## src/rtl/gradient_pkg.sv

```systemverilog
// gradient_pkg: shared constants, scheduler state type and line-count helper
package gradient_pkg;
  localparam int DATALINE_SIZE = 16;
  localparam int FLOAT_SIZE = 32;
  typedef enum logic {IDLE, STREAM} sched_state_t;
  // ceil(n / 2^lg) computed in 33 bits so n near 2^32 cannot wrap
  function automatic logic [32:0] lines_for_n(input logic [31:0] n, input int unsigned lg);
    return ({1'b0, n} + ((33'd1 << lg) - 33'd1)) >> lg;
  endfunction
endpackage

```

## src/rtl/gradient_credit_counter.sv

```systemverilog
// gradient_credit_counter: batches in flight, completed gradients, underflow flag
module gradient_credit_counter #(
  parameter int MAX_OUTSTANDING = 4,
  parameter int CNT_WIDTH = 32
) (
  input  logic                 clk,
  input  logic                 rst,
  input  logic                 inc,
  input  logic                 dec,
  output logic [3:0]           outstanding,
  output logic [CNT_WIDTH-1:0] done_count,
  output logic                 err_underflow,
  output logic                 full
);
  logic dec_ok;
  assign dec_ok = dec & (outstanding != 4'd0);
  assign full = outstanding >= 4'(MAX_OUTSTANDING);
  always_ff @(posedge clk or negedge rst)
    if (!rst) begin
      outstanding <= '0;
      done_count <= '0;
      err_underflow <= 1'b0;
    end else begin
      outstanding <= outstanding + 4'(inc) - 4'(dec_ok);
      done_count <= done_count + CNT_WIDTH'(dec_ok);
      if (dec & ~dec_ok) err_underflow <= 1'b1;
    end
endmodule

```

## src/rtl/gradient_batch_scheduler.sv

```systemverilog
// gradient_batch_scheduler: frames rx datalines into N-sized batches for the gradient calculator.
// Optional stall watchdog (err_timeout) enabled by defining GRAD_SCHED_TIMEOUT_EN.
module gradient_batch_scheduler #(
  parameter int DATALINE_SIZE = 16,
  parameter int DATA_WIDTH = 512,
  parameter int MAX_OUTSTANDING = 4,
  parameter int CNT_WIDTH = 32,
  parameter int TIMEOUT_CYCLES = 65535
) (
  input  logic                  clk,
  input  logic                  rst,
  input  logic [31:0]           cfg_n,
  input  logic                  cfg_valid,
  output logic                  cfg_ready,
  input  logic [DATA_WIDTH-1:0] s_axis_rx_data_TDATA,
  input  logic                  s_axis_rx_data_TVALID,
  output logic                  s_axis_rx_data_TREADY,
  output logic [DATA_WIDTH-1:0] m_axis_tx_data_TDATA,
  output logic                  m_axis_tx_data_TVALID,
  output logic                  m_axis_tx_data_TLAST,
  input  logic                  m_axis_tx_data_TREADY,
  output logic [31:0]           m_N,
  input  logic                  grad_TVALID,
  output logic [3:0]            outstanding,
  output logic [CNT_WIDTH-1:0]  done_count,
  output logic                  busy,
`ifdef GRAD_SCHED_TIMEOUT_EN
  output logic                  err_timeout,
`endif
  output logic                  err_zero_n,
  output logic                  err_underflow
);
  import gradient_pkg::*;
  sched_state_t state, state_nxt;
  logic [31:0] line_cnt, lines_total;
  logic hs, last, accept, full, timeout;
  always_comb begin
    busy = state == STREAM;
    cfg_ready = rst & ~busy & ~full;
    s_axis_rx_data_TREADY = busy & m_axis_tx_data_TREADY;
    m_axis_tx_data_TVALID = busy & s_axis_rx_data_TVALID;
    m_axis_tx_data_TDATA = s_axis_rx_data_TDATA;
    m_axis_tx_data_TLAST = busy & (line_cnt == lines_total - 32'd1);
    hs = m_axis_tx_data_TVALID & m_axis_tx_data_TREADY;
    last = hs & m_axis_tx_data_TLAST;
    accept = cfg_valid & cfg_ready & (cfg_n != 32'd0);
    state_nxt = busy ? ((last | timeout) ? IDLE : STREAM) : (accept ? STREAM : IDLE);
  end
  always_ff @(posedge clk or negedge rst)
    if (!rst) begin
      state <= IDLE;
      line_cnt <= '0;
      lines_total <= '0;
      m_N <= '0;
      err_zero_n <= 1'b0;
    end else begin
      state <= state_nxt;
      if (accept) begin
        m_N <= cfg_n;
        lines_total <= 32'(lines_for_n(cfg_n, $clog2(DATALINE_SIZE)));
      end
      if (cfg_valid & cfg_ready & (cfg_n == 32'd0)) err_zero_n <= 1'b1;
      line_cnt <= (accept | last | timeout) ? '0 : line_cnt + 32'(hs);
    end
`ifdef GRAD_SCHED_TIMEOUT_EN
  logic [15:0] stall;
  assign timeout = busy & ~hs & (stall == 16'(TIMEOUT_CYCLES - 1));
  always_ff @(posedge clk or negedge rst)
    if (!rst) begin
      stall <= '0;
      err_timeout <= 1'b0;
    end else begin
      stall <= (busy & ~hs & ~timeout) ? stall + 16'd1 : '0;
      if (timeout) err_timeout <= 1'b1;
    end
`else
  assign timeout = 1'b0;
`endif
  gradient_credit_counter #(.MAX_OUTSTANDING(MAX_OUTSTANDING), .CNT_WIDTH(CNT_WIDTH)) u_credit (
    .clk(clk),
    .rst(rst),
    .inc(last),
    .dec(grad_TVALID),
    .outstanding(outstanding),
    .done_count(done_count),
    .err_underflow(err_underflow),
    .full(full)
  );
endmodule

```

## config.mk

```make
export PLATFORM = sky130hd
export DESIGN_NAME = gradient_batch_scheduler
export DESIGN_NICKNAME = d
export VERILOG_FILES = /design/src/rtl/gradient_pkg.sv /design/src/rtl/gradient_credit_counter.sv /design/src/rtl/gradient_batch_scheduler.sv
export SDC_FILE = /design/constraint.sdc
export NUM_CORES = 1
export LEC_CHECK = 0
export CELL_PAD_IN_SITES_DETAIL_PLACEMENT = 0
export CELL_PAD_IN_SITES_GLOBAL_PLACEMENT = 1
export CORE_AREA = 2 2 445 447
export CTS_BUF_LIST = sky130_fd_sc_hd__clkbuf_4 sky130_fd_sc_hd__clkbuf_8
export DETAILED_ROUTE_END_ITERATION = 6
export DIE_AREA = 0 0 447 449
export GPL_ROUTABILITY_DRIVEN = 0
export GPL_TIMING_DRIVEN = 0
export PLACE_DENSITY = 0.41
export SYNTH_ARGS = -nofsm -noshare
export SYNTH_HDL_FRONTEND = slang
export SYNTH_SLANG_ARGS = --single-unit
```

## constraint.sdc

```tcl
create_clock -name clk -period 5.6 [get_ports clk]
set_input_delay 1.68 -clock clk [delete_from_list [all_inputs] [get_ports clk]]
set_output_delay 1.68 -clock clk [all_outputs]
set_load 0.05 [all_outputs]
```

Yosys cells after proc, flatten, opt, wreduce, memory -nomap -nowiden
Index checks and enable logic that the tools add are counted.
{"block": "totals", "reg_bits": 132, "input_bits": 550, "elab_cells": 39}
{"block": "op_classes", "n_addsub": 6, "magnitude_cmp": 1, "n_eq_ne": 1, "n_mux": 4, "n_bitwise": 16, "reduce_logical": 3}
{"operator": "$add 32x1->32", "n": 2}
{"operator": "$add 32x4->33 const B", "n": 1}
{"operator": "$eq 32x32->1", "n": 1}
{"operator": "$logic_not 32->1", "n": 1}
{"operator": "$mux 32", "n": 1}
{"operator": "$reduce_bool 32->1", "n": 1}
{"operator": "$sub 29x1->30 const B", "n": 1}
{"operator": "$and 1x1->1", "n": 12}
{"operator": "$add 4x1->4", "n": 1}
{"operator": "$ge 4x3->1 const B", "n": 1}
{"operator": "$reduce_bool 4->1", "n": 1}
{"operator": "$sub 4x1->4", "n": 1}
{"operator": "$mux 1", "n": 3}
{"operator": "$not 1->1", "n": 3}
{"operator": "$or 1x1->1", "n": 1}

Logic depth before layout (Yosys ltp)
Gate-level depths: netlist of the first run.
{"block": "logic_depth", "depth_word": 7, "ltp_mapped": 14}

Hierarchy
From an unflattened synthesis of the first run, not the netlist that was laid out.
{"block": "hier_totals", "cells_unflattened": 1333, "hier_area_um2": 11317.1}
{"module": "gradient_batch_scheduler", "n_inst": 1, "cells_each": 1171, "area_per_inst_um2": 9510.4, "seq_area_each_um2": 2377.3}
{"module": "gradient_credit_counter", "n_inst": 1, "cells_each": 162, "area_per_inst_um2": 1806.7, "seq_area_each_um2": 925.9}

Worst setup path before layout of the first run
Ideal clock, no wire load.
{"block": "synth_path", "path_type": "register to output", "from": "register lines_total[0]", "to": "output m_axis_tx_data_TLAST", "arrival_ns": 3.877, "setup_slack_ns": 0.043, "path_stages_with_launch": 10, "path_buffers": 1, "path_cell_list": "dfrtp_1 inv_1 ha_1 or4b_1 clkbuf_2 or4_4 or4_1 a211o_1 a22o_1 nor3_1"}
{"block": "synth_via", "elab_chain_cells": 3}
{"element": "start, declared", "line": "gradient_batch_scheduler.sv:35", "text": "logic [31:0] line_cnt, lines_total;"}
{"element": "start signal, assigned", "line": "gradient_batch_scheduler.sv:60", "text": "lines_total <= 32'(lines_for_n(cfg_n, $clog2(DATALINE_SIZE)));"}
{"element": "$sub 29x1->30", "line": "gradient_batch_scheduler.sv:43", "text": "m_axis_tx_data_TLAST = busy & (line_cnt == lines_total - 32'd1);"}
{"element": "$eq 32x32->1", "line": "gradient_batch_scheduler.sv:43"}
{"element": "$and 1x1->1", "line": "gradient_batch_scheduler.sv:43"}
{"element": "end, declared", "line": "gradient_batch_scheduler.sv:20", "text": "output logic m_axis_tx_data_TLAST,"}
No other way between the ends.

Worst setup path in the final report of the first run
{"block": "layout_path", "from": "register lines_total[1]", "to": "output m_axis_tx_data_TLAST"}
The elaborated chain is that of the path after synthesis.

==> results of run 1 <==
per-layer routing:
| metal | track usage, % | part of all wire, % | routed length (µm) |
|---|---|---|---|
| met5 | 0 | 0.15 | 119 |
| met4 | 2.12 | 2.8 | 2190 |
| met3 | 2.95 | 9.2 | 7230 |
| met2 | 12.9 | 49 | 38200 |
| met1 | 8.48 | 39 | 30500 |
worst register-to-register path, cell delays in order, from the launching register on:
cell	delay [ns]
dfrtp_1	0.41
inv_2	0.08
ha_4	0.15
or4b_4	0.47
buf_8	0.14
or4_4	0.55
or4_1	0.48
a211o_1	0.30
a22o_1	0.28
buf_4	0.14
nor4_2	0.57
ha_1	0.30
inv_1	0.06
fa_1	0.37
xnor2_1	0.19
path summary, 6_finish.rpt:
check	slack (ns)	endpoint	depth (start not counted)	startpoint
worst min register to register	0.47	err_zero_n	1	err_zero_n
worst min-delay path	0.47	err_zero_n	1	err_zero_n
max in group asynchronous	3.68	m_N[27]	2	rst
worst max register to register	1.00	u_credit.outstanding[2]	14	lines_total[1]
worst max-delay path	0.12	m_axis_tx_data_TLAST	10	lines_total[1]
min in group asynchronous	0.99	u_credit.done_count[31]	1	rst
placed cells by master (no fill, tap or decap), types with 25 or more instances in the layout:
| cell type | instances |
|---|---|
| o21ai_0 | 41 |
| nor3_1 | 47 |
| nand3_1 | 34 |
| dfrtp_1 | 130 |
| buf_4 | 522 |
| clkbuf_1 | 27 |
| xor2_1 | 52 |
| nor2_1 | 51 |
| nand2_1 | 171 |
| xnor2_1 | 68 |
| inv_1 | 25 |
| clkdlybuf4s50_1 | 621 |
cell families after synthesis:
family | Yosys count | share of synthesized area, %
compound gates | 86 | 4.98
xor+xnor | 120 | 9.31
fa+ha+maj | 11 | 1.29
buf+inv | 574 | 36.4
flops | 132 | 29.3
mux | 1 | 0.0887
simple gates | 429 | 18.6
repair_timing:
| action | in CTS | in global routing |
|---|---|---|
| pin swaps | 7 | 1 |
| gates resized for setup | 28 | 7 |
| setup endpoints to repair | 1 | 1 |
| setup buffers | 8 | 1 |
power breakdown:
| part | switching, µW | internal (µW) | total (µW) |
|---|---|---|---|
| Clock | 520 | 421 | 941 |
| Combinational | 2410 | 1350 | 3760 |
| Sequential | 320 | 1230 | 1550 |
per-stage QoR:
stage | setup TNS [ns] | utilization (%) | total power (µW) | cells | setup WS (ns)
finish | 0 | 10.9 | 6250 | 4664 | 0.118
detailed placement | -13.91 | 10.6 | 5270 | 4617 | -0.895
global route | -0.0593 | 10.9 | 6670 | 4660 | -0.0593
global placement | -960.19 | 10.6 | 5290 | 4616 | -5.30
floorplan | 0 | - | 3900 | 1353 | 0.0425
CTS | -0.0116 | 10.9 | 6380 | 4657 | -0.0116
sequential cells by signal, summed over array words and instances, names as in the netlist:
register                count
u_credit.done_count        32
err_zero_n                  1
busy                        1
m_N                        32
u_credit.outstanding        4
u_credit.err_underflow      1
line_cnt                   32
lines_total                29
layout make-up:
class                           count  area [µm²]
Antenna cell                        7        17.5
Timing Repair Buffer              633        6340
Multi-Input combinational cell    647        3980
Inverter                           27         101
Buffer                            546        4020
Clock buffer                       18         248
Sequential cell                   132        3310
Fill cell                       22800      175000
Clock inverter                     14         165
Tap cell                         2640        3300
==> reports/results.ini, run 1 <==
[synthesis]
synth_area_leader_cell = buf_4
synthTopCellsByArea = buf_4 (34%), dfrtp_1 (29%), nand2_1 (5.7%)
synth_nets = 1914
ys.flop_type = dfrtp_1
avgSynthCellArea_um2 = 8.34
synth_most_common_cell = buf_4
synthCells = 1353
synth_edf_count = 0
ys_async_sr_fraction_pct = 100
yosys_warnings = 0
ys_ff_latch = 132
synth_area_mm2 = 0.0113
yosys.cell_types.count = 62
synth_top_cell_area_share_pct = 34.1
synth_common_cells = buf_4 (513), nand2_1 (172), dfrtp_1 (132), xnor2_1 (68), xor2_1 (52)
ys_seq_area_share_pct = 29.3

[die]
die_h_um = 449
die_area_mm2 = 0.201
core_mm2 = 0.196
initial_core_util_pct = 5.75
io_pins = 1137
placementRows = 163
die_w_um = 447

[clock_network]
htree_levels = 4
cts_tree = done
path_clk_slew_ns = 0.11
cts-buffers-inserted = 17
clockBufferDepth = 2
clock-sinks = 132
hold_buffers = 0
root_buffer = clkbuf_8
clk_latency_ns = 0.58

[route]
avgRoutedWirePerCell_um = 16.8
wl_mm = 78.3
vias = 11100
ant_nets = 0
drc = 0
via_per_inst = 2.38
first_pass_iters = 4
first_iter_violations = 470

[timing]
finalClockSkew_ns = 0.0265
fmax_mhz = 182
rsz0062_at_grt = yes
setup_viol = 0
hold_slack_ns = 0.474
slew_viol_final = 0
hold_violations = 0
slew_headroom_pct = 28.2
finalCritPeriodShare_pct = 97.9
tightest_slew_ns = 1.07
min_period_ns = 5.48

[critical_path]
cp_slowest_cell = or4_4
cp.arrival_ns = 3.80
critPathMaxFanout = 5
worstPathRequired_ns = 3.92
cp_common_cell = buf_8
worstPathCellList = inv_2 > ha_4 > or4b_4 > buf_8 > or4_4 > or4_1 > a211o_1 > a22o_1 > nor3_4 > buf_8
criticalPathCategory = reg2out
cp_num_buf_inv = 3
cp_top_family = simple AND/OR/NAND/NOR gates
max_stage_delay_ns = 0.55
cp-end-kind = output pin
start_kind = flip-flop

[power]
peakVddDrop_uv = 177
power_leakage_uw = 0.00850
cellPowerDensity_mw_per_mm2 = 291

[outcome]
status = completed

[global_routing]
gr-total-overflow = 0
antenna_found_initial = 38
grt_usage_pct = 7.48
grt_max_degree = 84
grt_pass1_wl_mm = 102
grt_pass1_vias = 11400

[placed_design]
placed_cell_area_mm2 = 0.0209
portBuffers = 623
place_hpwl_mm = 69.8

[cells_and_area]
postLayoutCellArea_mm2 = 0.0215
drive_above_1_share_pct = 29.3
area_growth_pct = 90.4
nets = 2565

[run]
maxCapViolCount = 0

[min_path]
hold_path.class = reg2reg

Power figures use the tool's default switching activity.
==> run 2: changes to the inputs <==
==> config.mk (replaced) <==
export PLATFORM = sky130hd
export DESIGN_NAME = gradient_batch_scheduler
export DESIGN_NICKNAME = d
export VERILOG_FILES = /design/src/rtl/gradient_pkg.sv /design/src/rtl/gradient_credit_counter.sv /design/src/rtl/gradient_batch_scheduler.sv
export SDC_FILE = /design/constraint.sdc
export NUM_CORES = 1
export LEC_CHECK = 0
export CORE_AREA = 2 2 440 442
export CTS_BUF_LIST = sky130_fd_sc_hd__clkbuf_4 sky130_fd_sc_hd__clkbuf_8
export DETAILED_ROUTE_END_ITERATION = 6
export DIE_AREA = 0 0 442 444
export GPL_ROUTABILITY_DRIVEN = 0
export GPL_TIMING_DRIVEN = 0
export PLACE_DENSITY = 0.33
export SYNTH_ARGS = -nofsm -noshare
export SYNTH_HDL_FRONTEND = slang
export SYNTH_SLANG_ARGS = --single-unit
==> run 2 against run 1 <==
Against the previous run: the flow now finishes with violations (negative setup slack); worst setup slack worse by 0.16 ns; design area is 0.65% lower; wire length is 2.4% higher; combinational power hardly changed; register-to-register slack worse by 0.27 ns; critical endpoint unchanged.
==> reports/results.ini, run 2 (same netlist as run 1, synthesis figures left out) <==
[outcome]
status = finished with violations
violations = negative setup slack

[cells_and_area]
area_growth_pct = 89.1
n_fill_cell = 22100  ; -3.0%
nets = 2564  ; -0.039%
multiInputGateArea_mm2 = 0.00398  ; about the same
drive_above_1_share_pct = 29.4  ; +0.16 points
final_cell_mix = clkdlybuf4s50_1 (621), buf_4 (521), nand2_1 (171)
layout_commonest_cell = clkdlybuf4s50_1
top_regs = line_cnt: 32 flops, m_N: 32 flops, u_credit.done_count: 32 flops
seq_area_mm2 = 0.00331  ; about the same

[global_routing]
gr-total-overflow = 0  ; unchanged
grt_pass1_vias = 11100  ; -2.9%
antenna_found_initial = 19  ; -50%
grt_pass1_wl_mm = 103  ; +1.5%
grt_usage_pct = 7.80  ; +0.32 points
grt_max_degree = 86  ; +2.4%

[die]
io_pins = 1137  ; unchanged
initial_core_util_pct = 5.89  ; +0.14 points
die_w_um = 442  ; -1.1%
die_h_um = 444  ; -1.1%
placementRows = 161  ; -1.2%
core_mm2 = 0.192  ; -2.4%
die_area_mm2 = 0.196  ; -2.2%

[placed_design]
portBuffers = 623  ; unchanged
place_hpwl_mm = 70.6  ; +1.1%

[route]
via_per_inst = 2.47  ; +3.6%
first_pass_iters = 4  ; unchanged
first_iter_violations = 482  ; +2.6%
avgRoutedWirePerCell_um = 17.6  ; +5.0%
ant_nets = 0  ; unchanged
vias = 11200  ; +1.1%
drc = 0  ; unchanged
wl_mm = 80.2  ; +2.4%

[timing]
finalClockSkew_ns = 0.0292  ; +0.00265 ns
finalSetupTns_ns = -0.0368  ; -0.0368 ns
min_period_ns = 5.64  ; +0.155 ns
fmax_mhz = 177  ; -2.8%
rsz0062_at_grt = yes
finalCritPeriodShare_pct = 101  ; +2.8 points
hold_slack_ns = 0.461  ; -0.0127 ns
setup_viol = 1  ; +1
hold_violations = 0  ; unchanged
tightest_slew_ns = 1.18  ; +0.117 ns
setup_ws_ns = -0.0368  ; -0.155 ns
slew_headroom_pct = 21.1  ; -7.1 points
slew_viol_final = 0  ; unchanged

[clock_network]
clock-sinks = 132  ; unchanged
cts-buffers-inserted = 17  ; unchanged
cts_tree = done
clockBufferDepth = 2  ; unchanged
htree_levels = 4  ; unchanged
clk_latency_ns = 0.58  ; about the same
root_buffer = clkbuf_8
path_clk_slew_ns = 0.10  ; about the same

[min_path]
hold_path.class = reg2reg
hold_depth = 1  ; unchanged
whs_endpoint = u_credit.err_underflow
min_from = u_credit.err_underflow

[power]
cellPowerDensity_mw_per_mm2 = 295  ; +1.5%
power_leakage_uw = 0.00849  ; about the same
peakVddDrop_uv = 126  ; -29%

[critical_path]
critPathMaxFanout = 6  ; +1
start_kind = flip-flop
rrSetupSlack_ns = 0.73  ; -0.27 ns
cp-end-kind = output pin
r2r-end = u_credit.outstanding[2]
worstPathRequired_ns = 3.92  ; about the same
r2r_cells = 13  ; -1
cp.arrival_ns = 3.96  ; +0.16 ns
reg2reg_from = lines_total[1]
criticalPathCategory = reg2out
startpoint = lines_total[1]

[run]
maxCapViolCount = 0  ; unchanged

## run 2: changes by cell type in the layout (fill, tap and decap cells not counted), sizes merged
| cell | delta |
|---|---|
| clkinv | -3 |
| inv | +2 |
| buf | -1 |
| clkinvlp | +1 |
## run 2: timing repair
item,4_1_cts,5_1_grt
setup buffers,1,7
hold buffers,0,0
setup endpoints to repair,23,1
pin swaps,3,7
gates resized for setup,24,11
## run 2: worst max-delay path by stage
stage	endpoint	slack (ns)	cells past startpoint
global route	m_axis_tx_data_TLAST	-0.21	9
detailed placement	m_axis_tx_data_TLAST	-1.26	8
CTS	m_axis_tx_data_TLAST	-0.29	10
floorplan	m_axis_tx_data_TLAST	0.04	9
global placement	m_N[12]	-5.35	7
finish	m_axis_tx_data_TLAST	-0.04	9
## run 2: per-layer routing
layer	global-route usage, %	part of all wire, %	vias to the layer above	wire, µm
li1	-	-	5265	-
met4	2.95	3.0	10	2440
met1	9.36	40	5375	32300
met3	2.07	6.9	52	5560
met5	0	0.071	-	57
met2	13.2	50	531	39800
## run 2: layout make-up
cell class	count	share of cell area, %
clock buffer	18	1.16
inverter	27	0.475
timing repair buffer	633	29.7
antenna	7	0.0821
tap	2526	14.8
sequential	132	15.5
buffer	545	18.8
clock inverter	14	0.850
multi-input combinational	647	18.6
## run 2: stage by stage
step           cell area (µm²)  setup slack, ns  total power, µW  std cells  util (%)
6_report                 21300          -0.0368             6300       4549      11.1
5_1_grt                  21300           -0.210             6690       4543      11.1
4_1_cts                  21200           -0.289             6390       4537      11.1
3_5_place_dp             20700            -1.26             5280       4504      10.8
3_3_place_gp             20700            -5.35             5290       4502      10.8
2_1_floorplan            11300           0.0425             3900       1353         -
## run 2: where the power goes
| group | switching [µW] | internal [µW] | total, µW |
|---|---|---|---|
| Clock | 561 | 430 | 990 |
| Combinational | 2410 | 1350 | 3760 |
| Sequential | 316 | 1230 | 1550 |
## run 2: worst max-delay path: stages, from the launching register on
cell     delay (ns)
dfrtp_2        0.42
inv_2          0.08
ha_4           0.15
or4b_4         0.53
or4_4          0.63
or4_4          0.49
a211o_1        0.32
a22o_4         0.29
nor3_4         0.26
buf_6          0.21
==> run 3: changes to the inputs <==
==> constraint.sdc (replaced) <==
create_clock -name clk -period 5.6 [get_ports clk]
set_input_delay 1.68 -clock clk [delete_from_list [all_inputs] [get_ports clk]]
set_output_delay 1.68 -clock clk [all_outputs]
set_load 0.01 [all_outputs]
==> run 3 against run 2 <==
Against the previous run: the run now ends clean; maximum frequency rose by 0.98%; hold slack barely moved; wire length barely moved; global-route usage did not move; highest routed layer unchanged.
==> reports/results.ini, run 3 (same netlist as run 1, synthesis figures left out) <==
[critical_path]
start_kind = flip-flop
worstPathRequired_ns = 3.92  ; about the same
cp.arrival_ns = 3.90  ; -0.06 ns
cp-end-kind = output pin
criticalPathCategory = reg2out
critPathMaxFanout = 6  ; unchanged

[outcome]
status = completed

[cells_and_area]
top_regs = line_cnt: 32 flops, m_N: 32 flops, u_credit.done_count: 32 flops
layout_commonest_cell = clkdlybuf4s50_1
area_growth_pct = 89.1  ; about the same
final_cell_mix = clkdlybuf4s50_1 (621), buf_4 (521), nand2_1 (171)
nets = 2564  ; unchanged
fin_util_pct = 11.1  ; about the same
drive_above_1_share_pct = 29.4  ; -0.050 points

[run]
maxCapViolCount = 0  ; unchanged

[timing]
slew_headroom_pct = 21.2  ; +0.10 points
finalClockSkew_ns = 0.0291  ; -0.0000512 ns
setup_viol = 0  ; -1
hold_violations = 0  ; unchanged
hold_slack_ns = 0.461  ; +0.00000900 ns
min_period_ns = 5.58  ; -0.0548 ns
finalCritPeriodShare_pct = 99.7  ; -0.98 points
rsz0062_at_grt = yes
tightest_slew_ns = 1.18  ; -0.00153 ns
slew_viol_final = 0  ; unchanged
fmax_mhz = 179  ; +0.98%

[route]
first_pass_iters = 4  ; unchanged
avgRoutedWirePerCell_um = 17.6  ; about the same
first_iter_violations = 483  ; +0.21%
vias = 11200  ; +0.080%
wl_mm = 80.2  ; about the same
ant_nets = 0  ; unchanged
via_per_inst = 2.47  ; +0.10%
drc = 0  ; unchanged

[clock_network]
htree_levels = 4  ; unchanged
root_buffer = clkbuf_8
clockBufferDepth = 2  ; unchanged
cts_tree = done
hold_buffers = 0  ; unchanged
clk_latency_ns = 0.58  ; about the same
cts-buffers-inserted = 17  ; unchanged
clock-sinks = 132  ; unchanged
path_clk_slew_ns = 0.10  ; about the same

[global_routing]
grt_pass1_wl_mm = 103  ; unchanged
gr-total-overflow = 0  ; unchanged
grt_pass1_vias = 11100  ; unchanged
antenna_found_initial = 19  ; unchanged
grt_usage_pct = 7.80  ; unchanged
grt_max_degree = 86  ; unchanged

[power]
power_uw = 5220  ; -17%
power_leakage_uw = 0.00849  ; about the same
cellPowerDensity_mw_per_mm2 = 245  ; -17%
peakVddDrop_uv = 127  ; +0.51%

[die]
die_area_mm2 = 0.196  ; unchanged
io_pins = 1137  ; unchanged
placementRows = 161  ; unchanged
die_w_um = 442  ; unchanged
core_mm2 = 0.192  ; unchanged
die_h_um = 444  ; unchanged
initial_core_util_pct = 5.89  ; unchanged

[min_path]
hold_path.class = reg2reg

[placed_design]
place_hpwl_mm = 70.6  ; unchanged
portBuffers = 623  ; unchanged

## run 3: final cells by class
class | count | area [µm²]
diodes | 6 | 15.0
flip-flops and latches | 132 | 3310
clock buffers | 18 | 248
clock inverters | 14 | 181
well taps | 2526 | 3160
inverters | 27 | 101
fillers | 22100 | 170000
multi-input cells | 647 | 3980
plain buffers | 545 | 4010
repair buffers | 633 | 6340
## run 3: worst max-delay path, stage by stage (launching register included)
cell and delay (ns):
dfrtp_2 0.43, inv_2 0.08, ha_4 0.14, or4b_4 0.53, or4_4 0.63, or4_4 0.49, a211o_1 0.32, a22o_4 0.29
nor3_4 0.26, buf_6 0.16
## run 3: what timing repair did
action / in CTS / in global routing
gates resized for setup: 22 / 11
setup buffers: 1 / 7
hold endpoints to repair: 0 / 0
endpoints found under the setup margin: 23 / 1
pin swaps: 3 / 7
## run 3: routing by layer
layer  track usage, %  vias to the layer above  part of all wire (%)
met3             2.07                       51                   7.0
li1                 -                     5267                     -
met2             13.2                      531                    50
met5                0                        -                 0.071
met4             2.95                       10                   3.0
met1             9.36                     5383                    40
## run 3: through the flow
step	TNS, ns	worst slack, ns	instance area (µm²)	cells
2_1_floorplan	0	0.830	11300	1353
3_3_place_gp	-958.11	-5.35	20700	4502
3_5_place_dp	-42.22	-1.14	20700	4504
4_1_cts	-0.244	-0.244	21200	4537
5_1_grt	-0.153	-0.153	21300	4543
6_report	0	0.0180	21300	4548
## run 3: worst paths after layout
path	cells past startpoint	slack (ns)	end	startpoint
setup / recovery	9	0.02	m_axis_tx_data_TLAST	lines_total[0]
hold / removal	1	0.46	u_credit.err_underflow	u_credit.err_underflow
setup reg to reg	13	0.73	u_credit.outstanding[2]	lines_total[0]
hold reg to reg	1	0.46	u_credit.err_underflow	u_credit.err_underflow
max in group asynchronous	2	3.61	lines_total[6]	rst
min in group asynchronous	1	1.03	u_credit.done_count[8]	rst
## run 3: where the power goes
| group | switching [µW] | total [µW] | internal (µW) |
|---|---|---|---|
| registers | 316 | 1550 | 1230 |
| logic | 1330 | 2680 | 1360 |
| clock network | 560 | 990 | 430 |
| total | 2200 | 5220 | 3020 |
